File: config.mk
export PLATFORM = sky130hd
export DESIGN_NAME = uart_tx_port
export DESIGN_NICKNAME = d
export VERILOG_FILES = /design/src/rtl/uart_tx_port.sv
export SDC_FILE = /design/constraint.sdc
export NUM_CORES = 1
export LEC_CHECK = 0
export BUFFER_PORTS_ARGS = -buffer_cell sky130_fd_sc_hd__buf_2
export CORE_ASPECT_RATIO = 1.4
export CORE_MARGIN = 2
export CORE_UTILIZATION = 50
export DETAILED_ROUTE_END_ITERATION = 10
export PLACE_DENSITY_LB_ADDON = 0.08
export SYNTH_ARGS = -nofsm -noshare
export SYNTH_HDL_FRONTEND = slang
export SYNTH_SLANG_ARGS = --single-unit
File: constraint.sdc
create_clock -name sysclk -period 2.6 [get_ports sysclk]
set_input_delay 0.78 -clock sysclk [delete_from_list [all_inputs] [get_ports sysclk]]
set_output_delay 0.78 -clock sysclk [all_outputs]
set_load 0.005 [all_outputs]
File: src/rtl/uart_tx_port.sv
// rtl/uart_tx_port.sv - memory-mapped UART transmitter with byte FIFO, 8N1 (8E1 with UART_TX_PARITY_EN)
// Optional macro: UART_TX_PARITY_EN inserts an even-parity bit between data and stop.
`timescale 1ns/1ps
module uart_tx_port #(
   parameter int unsigned BAUD_DIV   = 10417,
   parameter int unsigned FIFO_DEPTH = 8,
   parameter logic [31:0] TX_ADDR    = 32'h40000018,
   parameter logic [31:0] STAT_ADDR  = 32'h40000020
) (
   input  logic        sysclk,
   input  logic        reset,
   input  logic [31:0] Address,
   input  logic [31:0] Write_Data,
   input  logic        MemWrite,
   input  logic        MemRead,
   output logic [31:0] Read_Data,
   output logic        tx
);

   localparam int unsigned PW = $clog2(FIFO_DEPTH);
   localparam int unsigned CW = PW + 1;
   localparam logic [15:0]   BAUD_LAST = 16'(BAUD_DIV - 1);
   localparam logic [CW-1:0] DEPTH_C   = CW'(FIFO_DEPTH);

   typedef enum logic [2:0] {
      S_IDLE,
      S_START,
      S_DATA,
`ifdef UART_TX_PARITY_EN
      S_PARITY,
`endif
      S_STOP
   } state_t;

   state_t        state, next_state;
   logic [15:0]   baud_cnt;
   logic [2:0]    bit_idx;
   logic [7:0]    shift, shift_next;
   logic          tx_next;
   logic [7:0]    fifo_mem [FIFO_DEPTH];
   logic [PW-1:0] wr_ptr, rd_ptr;
   logic [CW-1:0] count;
   logic          ovf;
   logic          pop, push_req, do_push, full, busy, stat_rd, baud_done;
`ifdef UART_TX_PARITY_EN
   logic          parity;
`endif

   logic unused_bits;
   assign unused_bits = ^Write_Data[31:8];

   assign stat_rd   = MemRead && (Address == STAT_ADDR);
   assign push_req  = MemWrite && (Address == TX_ADDR);
   assign full      = (count == DEPTH_C);
   assign do_push   = push_req && !full;
   assign busy      = (state != S_IDLE) || (count != '0);
   assign baud_done = (baud_cnt == BAUD_LAST);

   always_comb begin
      Read_Data = 32'h0;
      if (stat_rd)
         Read_Data = {24'h0, 5'(count), ovf, full, busy};
   end

   always_comb begin
      next_state = state;
      pop        = 1'b0;
      shift_next = shift;
      tx_next    = 1'b1;
      case (state)
         S_IDLE: begin
            if (count != '0) begin
               pop        = 1'b1;
               next_state = S_START;
            end
         end
         S_START: begin
            if (baud_done)
               next_state = S_DATA;
         end
         S_DATA: begin
            if (baud_done) begin
               if (bit_idx == 3'd7)
`ifdef UART_TX_PARITY_EN
                  next_state = S_PARITY;
`else
                  next_state = S_STOP;
`endif
               else
                  shift_next = {1'b0, shift[7:1]};
            end
         end
`ifdef UART_TX_PARITY_EN
         S_PARITY: begin
            if (baud_done)
               next_state = S_STOP;
         end
`endif
         S_STOP: begin
            // Chain straight into the next start bit so queued bytes stream without gaps.
            if (baud_done) begin
               if (count != '0) begin
                  pop        = 1'b1;
                  next_state = S_START;
               end else begin
                  next_state = S_IDLE;
               end
            end
         end
         default: next_state = S_IDLE;
      endcase
      if (pop)
         shift_next = fifo_mem[rd_ptr];
      case (next_state)
         S_START:  tx_next = 1'b0;
         S_DATA:   tx_next = shift_next[0];
`ifdef UART_TX_PARITY_EN
         S_PARITY: tx_next = parity;
`endif
         default:  tx_next = 1'b1;
      endcase
   end

   always_ff @(posedge sysclk) begin
      if (do_push)
         fifo_mem[wr_ptr] <= Write_Data[7:0];
   end

   always_ff @(posedge sysclk or negedge reset) begin
      if (!reset) begin
         state    <= S_IDLE;
         tx       <= 1'b1;
         baud_cnt <= 16'h0;
         bit_idx  <= 3'd0;
         shift    <= 8'h0;
         wr_ptr   <= '0;
         rd_ptr   <= '0;
         count    <= '0;
         ovf      <= 1'b0;
      end else begin
         state <= next_state;
         tx    <= tx_next;
         shift <= shift_next;
         if (next_state != state || baud_done || state == S_IDLE)
            baud_cnt <= 16'h0;
         else
            baud_cnt <= baud_cnt + 16'd1;
         if (state != S_DATA)
            bit_idx <= 3'd0;
         else if (baud_done)
            bit_idx <= bit_idx + 3'd1;
         if (do_push)
            wr_ptr <= wr_ptr + PW'(1);
         if (pop)
            rd_ptr <= rd_ptr + PW'(1);
         case ({do_push, pop})
            2'b10:   count <= count + CW'(1);
            2'b01:   count <= count - CW'(1);
            default: count <= count;
         endcase
         // A dropped push outranks a same-cycle status read clearing the flag.
         if (push_req && full)
            ovf <= 1'b1;
         else if (stat_rd)
            ovf <= 1'b0;
      end
   end

`ifdef UART_TX_PARITY_EN
   always_ff @(posedge sysclk or negedge reset) begin
      if (!reset)
         parity <= 1'b0;
      else if (pop)
         parity <= ^fifo_mem[rd_ptr];
   end
`endif

endmodule
## After elaboration in Yosys (flattened, before gate mapping)

Memories as Yosys holds them, arrays and structs flattened.
Cells that the tools add are included.

| word-level totals | value |
|---|---|
| memory bits (writable) | 64 |
| memories | 1 |
| logic and storage cells | 73 |
| register bits | 42 |

Memory list:

| memory | depth | width | read ports | clocked after Yosys merged registers in | wr ports | RTL line | source |
|---|---|---|---|---|---|---|---|
| fifo_mem | 8 | 8 | 1 | 0 | 1 | 40 | `logic [7:0] fifo_mem [FIFO_DEPTH];` |

| cells by class | value |
|---|---|
| add/sub/neg operators | 6 |
| equal/unequal tests | 15 |
| mux-type cells | 24 |
| reductions and logical operators | 17 |

Operator list:

| operator | count |
|---|---|
| 32-bit by 31-bit equality test with 1-bit output (second input constant) | 2 |
| 8-bit 2-to-1 mux | 4 |
| 3-bit 2-to-1 mux | 7 |
| 16-bit by 1-bit adder with 16-bit output (second input constant) | 1 |
| 16-bit by 14-bit equality test with 1-bit output (second input constant) | 1 |
| 16-bit 2-to-1 mux | 1 |
| 3-bit one-hot mux with 4 select lines | 1 |
| 2-bit nonzero test | 5 |
| 3-bit by 1-bit adder with 3-bit output (second input constant) | 3 |
| 3-bit by 2-bit equality test with 1-bit output (second input constant) | 3 |
| 4-bit one-hot mux with 2 select lines | 1 |
| 1-bit 2-to-1 mux | 7 |
| 7-bit 2-to-1 mux | 1 |
| 3-bit by 1-bit equality test with 1-bit output (second input constant) | 2 |
| 4-bit by 1-bit adder with 4-bit output (second input constant) | 1 |
| 4-bit equality test (second input constant) | 1 |
| 1-bit logical AND | 4 |
| 1-bit one-hot mux with 2 select lines | 2 |
| 4-bit nonzero test | 1 |
| 4-bit by 1-bit subtractor with 4-bit output (second input constant) | 1 |
| 3-bit equality test (second input constant) | 1 |
| 3-bit logical NOT | 1 |
| 1-bit logical OR | 3 |
| 3-bit by 2-bit inequality test with 1-bit output (second input constant) | 1 |
| other kinds (7) | 7 |

## Logic depth before layout (Yosys ltp)

| logic depth | value |
|---|---|
| depth in word-level cells | 8 |
| gate-level depth with buffers | 14 |
| depth with buffers taken out | 13 |

## Worst setup path after synthesis

Ideal clock, no wire load.

| path | value |
|---|---|
| path type | input-to-reg |
| start | input Address[21] |
| end | register count[2] |
| setup time | 0.131 ns |
| setup slack | -0.446 ns |
| stages | 11 |
| buffers on the path | 0 |
| arrival | 2.914 ns |
| required time | 2.469 ns |
| cells stage by stage | nor4b_1 nand4_1 nor4b_2 inv_1 ha_1 xor2_1 ha_1 a21oi_1 xor2_1 nor2_1 xor2_1 |

| between the ends | value |
|---|---|
| longest elaborated chain between the ends | 5 |

RTL lines:

| item | RTL line | source |
|---|---|---|
| start: declaration | 12 | `input logic [31:0] Address,` |
| 32-bit by 31-bit equality test with 1-bit output (*) | 53 | `assign push_req = MemWrite && (Address == TX_ADDR);` |
| 1-bit logical AND (*) | 53 |  |
| 1-bit logical AND (*) | 55 | `assign do_push = push_req && !full;` |
| 2-bit by 1-bit equality test with 1-bit output or 2-bit equality test (tied branches) | 156 | `case ({do_push, pop})` |
| 4-bit one-hot mux with 2 select lines or 2-bit nonzero test (tied branches) | n/a |  |
| end signal: assignment | 157 | `2'b10: count <= count + CW'(1);` |
| end signal: assignment | 158 | `2'b01: count <= count - CW'(1);` |
| end signal: assignment | 159 | `default: count <= count;` |
| end: declaration | 42 | `logic [CW-1:0] count;` |

Every way passes the cells marked *; elsewhere a longest branch is shown, timed or not.
A chain may end at the register's enable or synchronous reset.

## Final worst setup path

| path | value |
|---|---|
| start | input Address[7] |
| end | output Read_Data[4] |

| between the ends | value |
|---|---|
| longest elaborated chain between the ends | 3 |

RTL lines:

| item | RTL line | source |
|---|---|---|
| 32-bit by 31-bit equality test with 1-bit output | 52 | `assign stat_rd = MemRead && (Address == STAT_ADDR);` |
| 1-bit logical AND | 52 |  |
| 7-bit 2-to-1 mux | 61 | `if (stat_rd)` |
| end: declaration | 16 | `output logic [31:0] Read_Data,` |

No other way between the ends.

==> Flow_metrics.wiki <==
{| class="wikitable"
! Metric !! Value
|-
| Arrival time worst endpoint || 1.91 ns
|-
| Initial Utilization || 0.5069
|-
| Most common cell after layout, fill and taps aside || edfxtp_1
|-
| Result of the run || complete, but fails checks
|-
| Leakage power figure || 2.365 nW
|-
| Via count || 3114
|-
| Clock transition at path regs || 0.07 ns
|-
| Crit path time final || 2.691 ns
|-
| Die Area || 10750 µm²
|-
| CTS tree || built
|-
| Part of the power in combinational logic || 0.124
|-
| Wire length per cell || 15.37 µm
|-
| Grt met2 use || 0.3257
|-
| Post-synthesis cell count || 367
|-
| Cell-internal power || 0.002703 W
|-
| Layout Skew || 0.004607 ns
|-
| GRT Max-Usage Layer || met2
|-
| Post-detailed-route via-to-cell ratio || 5.242
|-
| Maximum net fanout on the critical path || 5
|-
| X dimension of the die || 88.21 µm
|-
| Pwr Total || 0.003526 W
|-
| Count of inserted antenna diode cells || 0
|-
| Number of CTS-inserted buffers || 9
|-
| Endpoint type of the worst setup path || output pin
|-
| Most used flip-flop cell after synthesis || edfxtp_1
|-
| Standard-cell row count || 43
|-
| RSZ-0062 raised after global routing || true
|-
| Worst rel slew slack || 0.5965
|-
| DRC viols || 0
|-
| Count of flip-flops with a built-in enable after synthesis || 64
|-
| Ratio of total power to cell area || 576.6 nW/µm²
|-
| Htree depth || 3
|-
| Reg-to-reg startpoint || baud_cnt[8]$_DFF_PN0_
|-
| I/O pins || 101
|-
| Number of buffers on the longest clock path || 2
|-
| Worst hold-check path type || reg2reg
|-
| Worst flop-to-flop path endpoint || count[2]$_DFFE_PN0P_
|-
| Post-synthesis instance area || 4964 µm²
|-
| Top achievable clock speed || 371.6 MHz
|-
| Total detailed-routing wirelength || 9.129 mm
|-
| Sequential fraction of the synthesis area || 0.5992
|-
| Number of unique standard cell types used by synthesis || 55
|-
| Max-slew violation total from the final report || 0
|-
| Pin count of the biggest net entering global routing || 43
|-
| Global route overflow || 0
|-
| Final Hold Vio Count || 0
|-
| Avg Inst Size Synth || 13.52 µm²
|-
| Critical Path End || Read_Data[4]
|-
| Number of storage elements in the synthesis netlist || 106
|-
| Setup-violating endpoint count in the final report || 7
|-
| Setup slack of the most critical reg-to-reg path || 0.08 ns
|-
| Switching power || 0.0008231 W
|-
| Worst min-delay path startpoint || ovf$_DFFE_PN0P_
|-
| Post-detail-place hpwl || 6.317 mm
|-
| Fraction of power spent switching nets || 0.2334
|-
| Violations in the final reports || setup timing
|-
| Share of power burned in registers || 0.524
|-
| Die outline height || 121.9 µm
|-
| Fraction of layout instances using a drive strength above 1 || 0.3486
|-
| First-pass GRT wire length || 15.12 mm
|-
| Number of global-route vias before repair || 3129
|-
| Warnings from Yosys || 0
|-
| Worst-Margin Slew || 0.6052 ns
|-
| Commonest cells after routing, fill and taps aside || edfxtp_1, buf_2, dfrtp_1
|-
| Setup WS post-layout || -0.09128 ns
|-
| Async S/R FF share, synth || 0.3962
|-
| Violation count after the first detailed-route iteration || 122
|-
| Placed cells || 575
|-
| Number of detailed-route iterations in the first pass || 4
|-
| Insertion delay of the later-clocked pin in the worst-skew pair || 0.34 ns
|-
| Crit path launch || Address[7]
|-
| Gp weighted congestion || 0.7740
|-
| Total of buffers placed on input and output ports || 51
|-
| Worst Reg-to-Reg Cells || 11
|-
| Clock root buffer || clkbuf_16
|-
| Num Clock Sinks || 106
|-
| Final ANT Viol Nets || 0
|-
| Worst Path Required || 1.82 ns
|-
| Crit Path Category || in2out
|-
| Layout area overhead || 23.22%
|-
| Fin crit share || 1.035
|-
| Power share of the clock group || 0.352
|-
| Met1 global-route usage || 0.2252
|-
| Antenna violations before repair || 0
|-
| Cell Count, Final, Fillers Out || 594
|-
| Total core area || 9792 µm²
|-
| CP Launch Type || primary input
|-
| Final Net Count || 532
|-
| Total global-route track usage || 0.1865
|-
| Count of maximum capacitance violations || 0
|-
| Worst vdd rail ir drop || 0.4600 mV
|-
| Met3 global-route usage || 0.04201
|-
| Smallest hold slack || 0.4782 ns
|}
## power groups by stage
| stage | clock network (W) | logic, W | registers [W] |
|---|---|---|---|
| floorplan | 0 | 0.000324 | 0.00188 |
| global placement | 0 | 0.000420 | 0.00188 |
| detailed placement | 0 | 0.000427 | 0.00188 |
| CTS | 0.00127 | 0.000439 | 0.00185 |
| global route | 0.00134 | 0.000498 | 0.00185 |
| finish | 0.00124 | 0.000439 | 0.00185 |
## metal layers
metal / vias to the layer above / wire, µm
li1: 1483 / -
met3: 9 / 214
met2: 45 / 5016
met4: 0 / 128
met5: - / 0
met1: 1577 / 3769
## per-stage QoR
step             util  setup TNS (ns)  setup slack [ns]  instance area [µm²]
2_1_floorplan       -          -1.114           -0.2308                 5139
3_3_place_gp   0.5785          -11.86           -0.2786                 5664
3_5_place_dp   0.5785          -15.10           -0.3405                 5664
4_1_cts        0.6159         -0.6284           -0.1094                 6031
5_1_grt        0.6246          -1.325           -0.1935                 6116
6_report       0.6246         -0.4761          -0.09128                 6116
## state kept, by name, indices dropped and copies added, names as in the netlist
register and count:
count 4, ovf 1, fifo_mem 64, shift 8, tx 1, rd_ptr 3, wr_ptr 3, state 3
baud_cnt 16, bit_idx 3
## critical path, cell delays in order
cell and delay (ns):
buf_6 0.10, nor4_4 0.24, nand4_1 0.15, buf_4 0.17
nor2_4 0.10, buf_6 0.11, and3_4 0.17, buf_6 0.09
## worst min path at each step
stage | cells after the start | slack (ns) | endpoint
floorplan | 1 | 0.44 | ovf$_DFFE_PN0P_
global placement | 1 | 0.46 | ovf$_DFFE_PN0P_
detailed placement | 1 | 0.46 | ovf$_DFFE_PN0P_
CTS | 1 | 0.48 | ovf$_DFFE_PN0P_
global route | 1 | 0.51 | ovf$_DFFE_PN0P_
finish | 1 | 0.48 | ovf$_DFFE_PN0P_
## cells by family after synthesis
logic type               share of synthesized area
XOR/XNOR                                   0.03882
other                                    0.0007555
AND/OR/NAND/NOR                             0.1286
adder cells (fa/ha/maj)                    0.02269
AO/OA/AOI/OAI                              0.04815
multiplexers                                0.1041
buffers and inverters                      0.05773
flip-flops                                  0.5992
## synthesized netlist by cell type, types with 2 or more instances
cell type	number	area, µm²
nor2_1	37	138.9
nand3_1	5	25.02
mux2i_1	10	100.1
buf_4	25	187.7
inv_1	9	33.78
nor2b_1	4	25.02
mux4_2	16	360.4
edfxtp_1	64	1922
mux2_2	4	45.04
nor4_1	8	50.05
a211oi_1	4	30.03
clkbuf_1	11	41.29
xnor2_1	15	131.4
ha_1	9	112.6
nand4_1	5	31.28
a221o_1	3	30.03
nand3b_1	4	30.03
and3_1	5	31.28
a21o_1	2	15.01
a21oi_1	12	60.06
o21ai_1	2	10.01
or4bb_1	2	22.52
nor3_1	9	45.04
dfrtp_1	41	1026
buf_2	4	20.02
a311oi_1	2	17.52
o21ai_0	4	20.02
or3_1	4	25.02
nand2_1	11	41.29
xor2_1	7	61.31
nand2b_1	5	31.28
## cell type report
cell class / count / area (µm²)
timing repair buffer: 92 / 699.4
tap: 135 / 168.9
clock inverter: 5 / 38.79
fill: 801 / 3676
sequential: 106 / 2974
clock buffer: 10 / 229.0
multi-input combinational: 236 / 1968
inverter: 10 / 37.54
## repair_timing
action,in CTS,in global routing
resized for setup,15,13
buffers inserted,2,2
pin swaps,6,4
hold buffers,0,0
setup endpoints to repair,7,74
No activity file was read; power rests on OpenSTA's default activity.
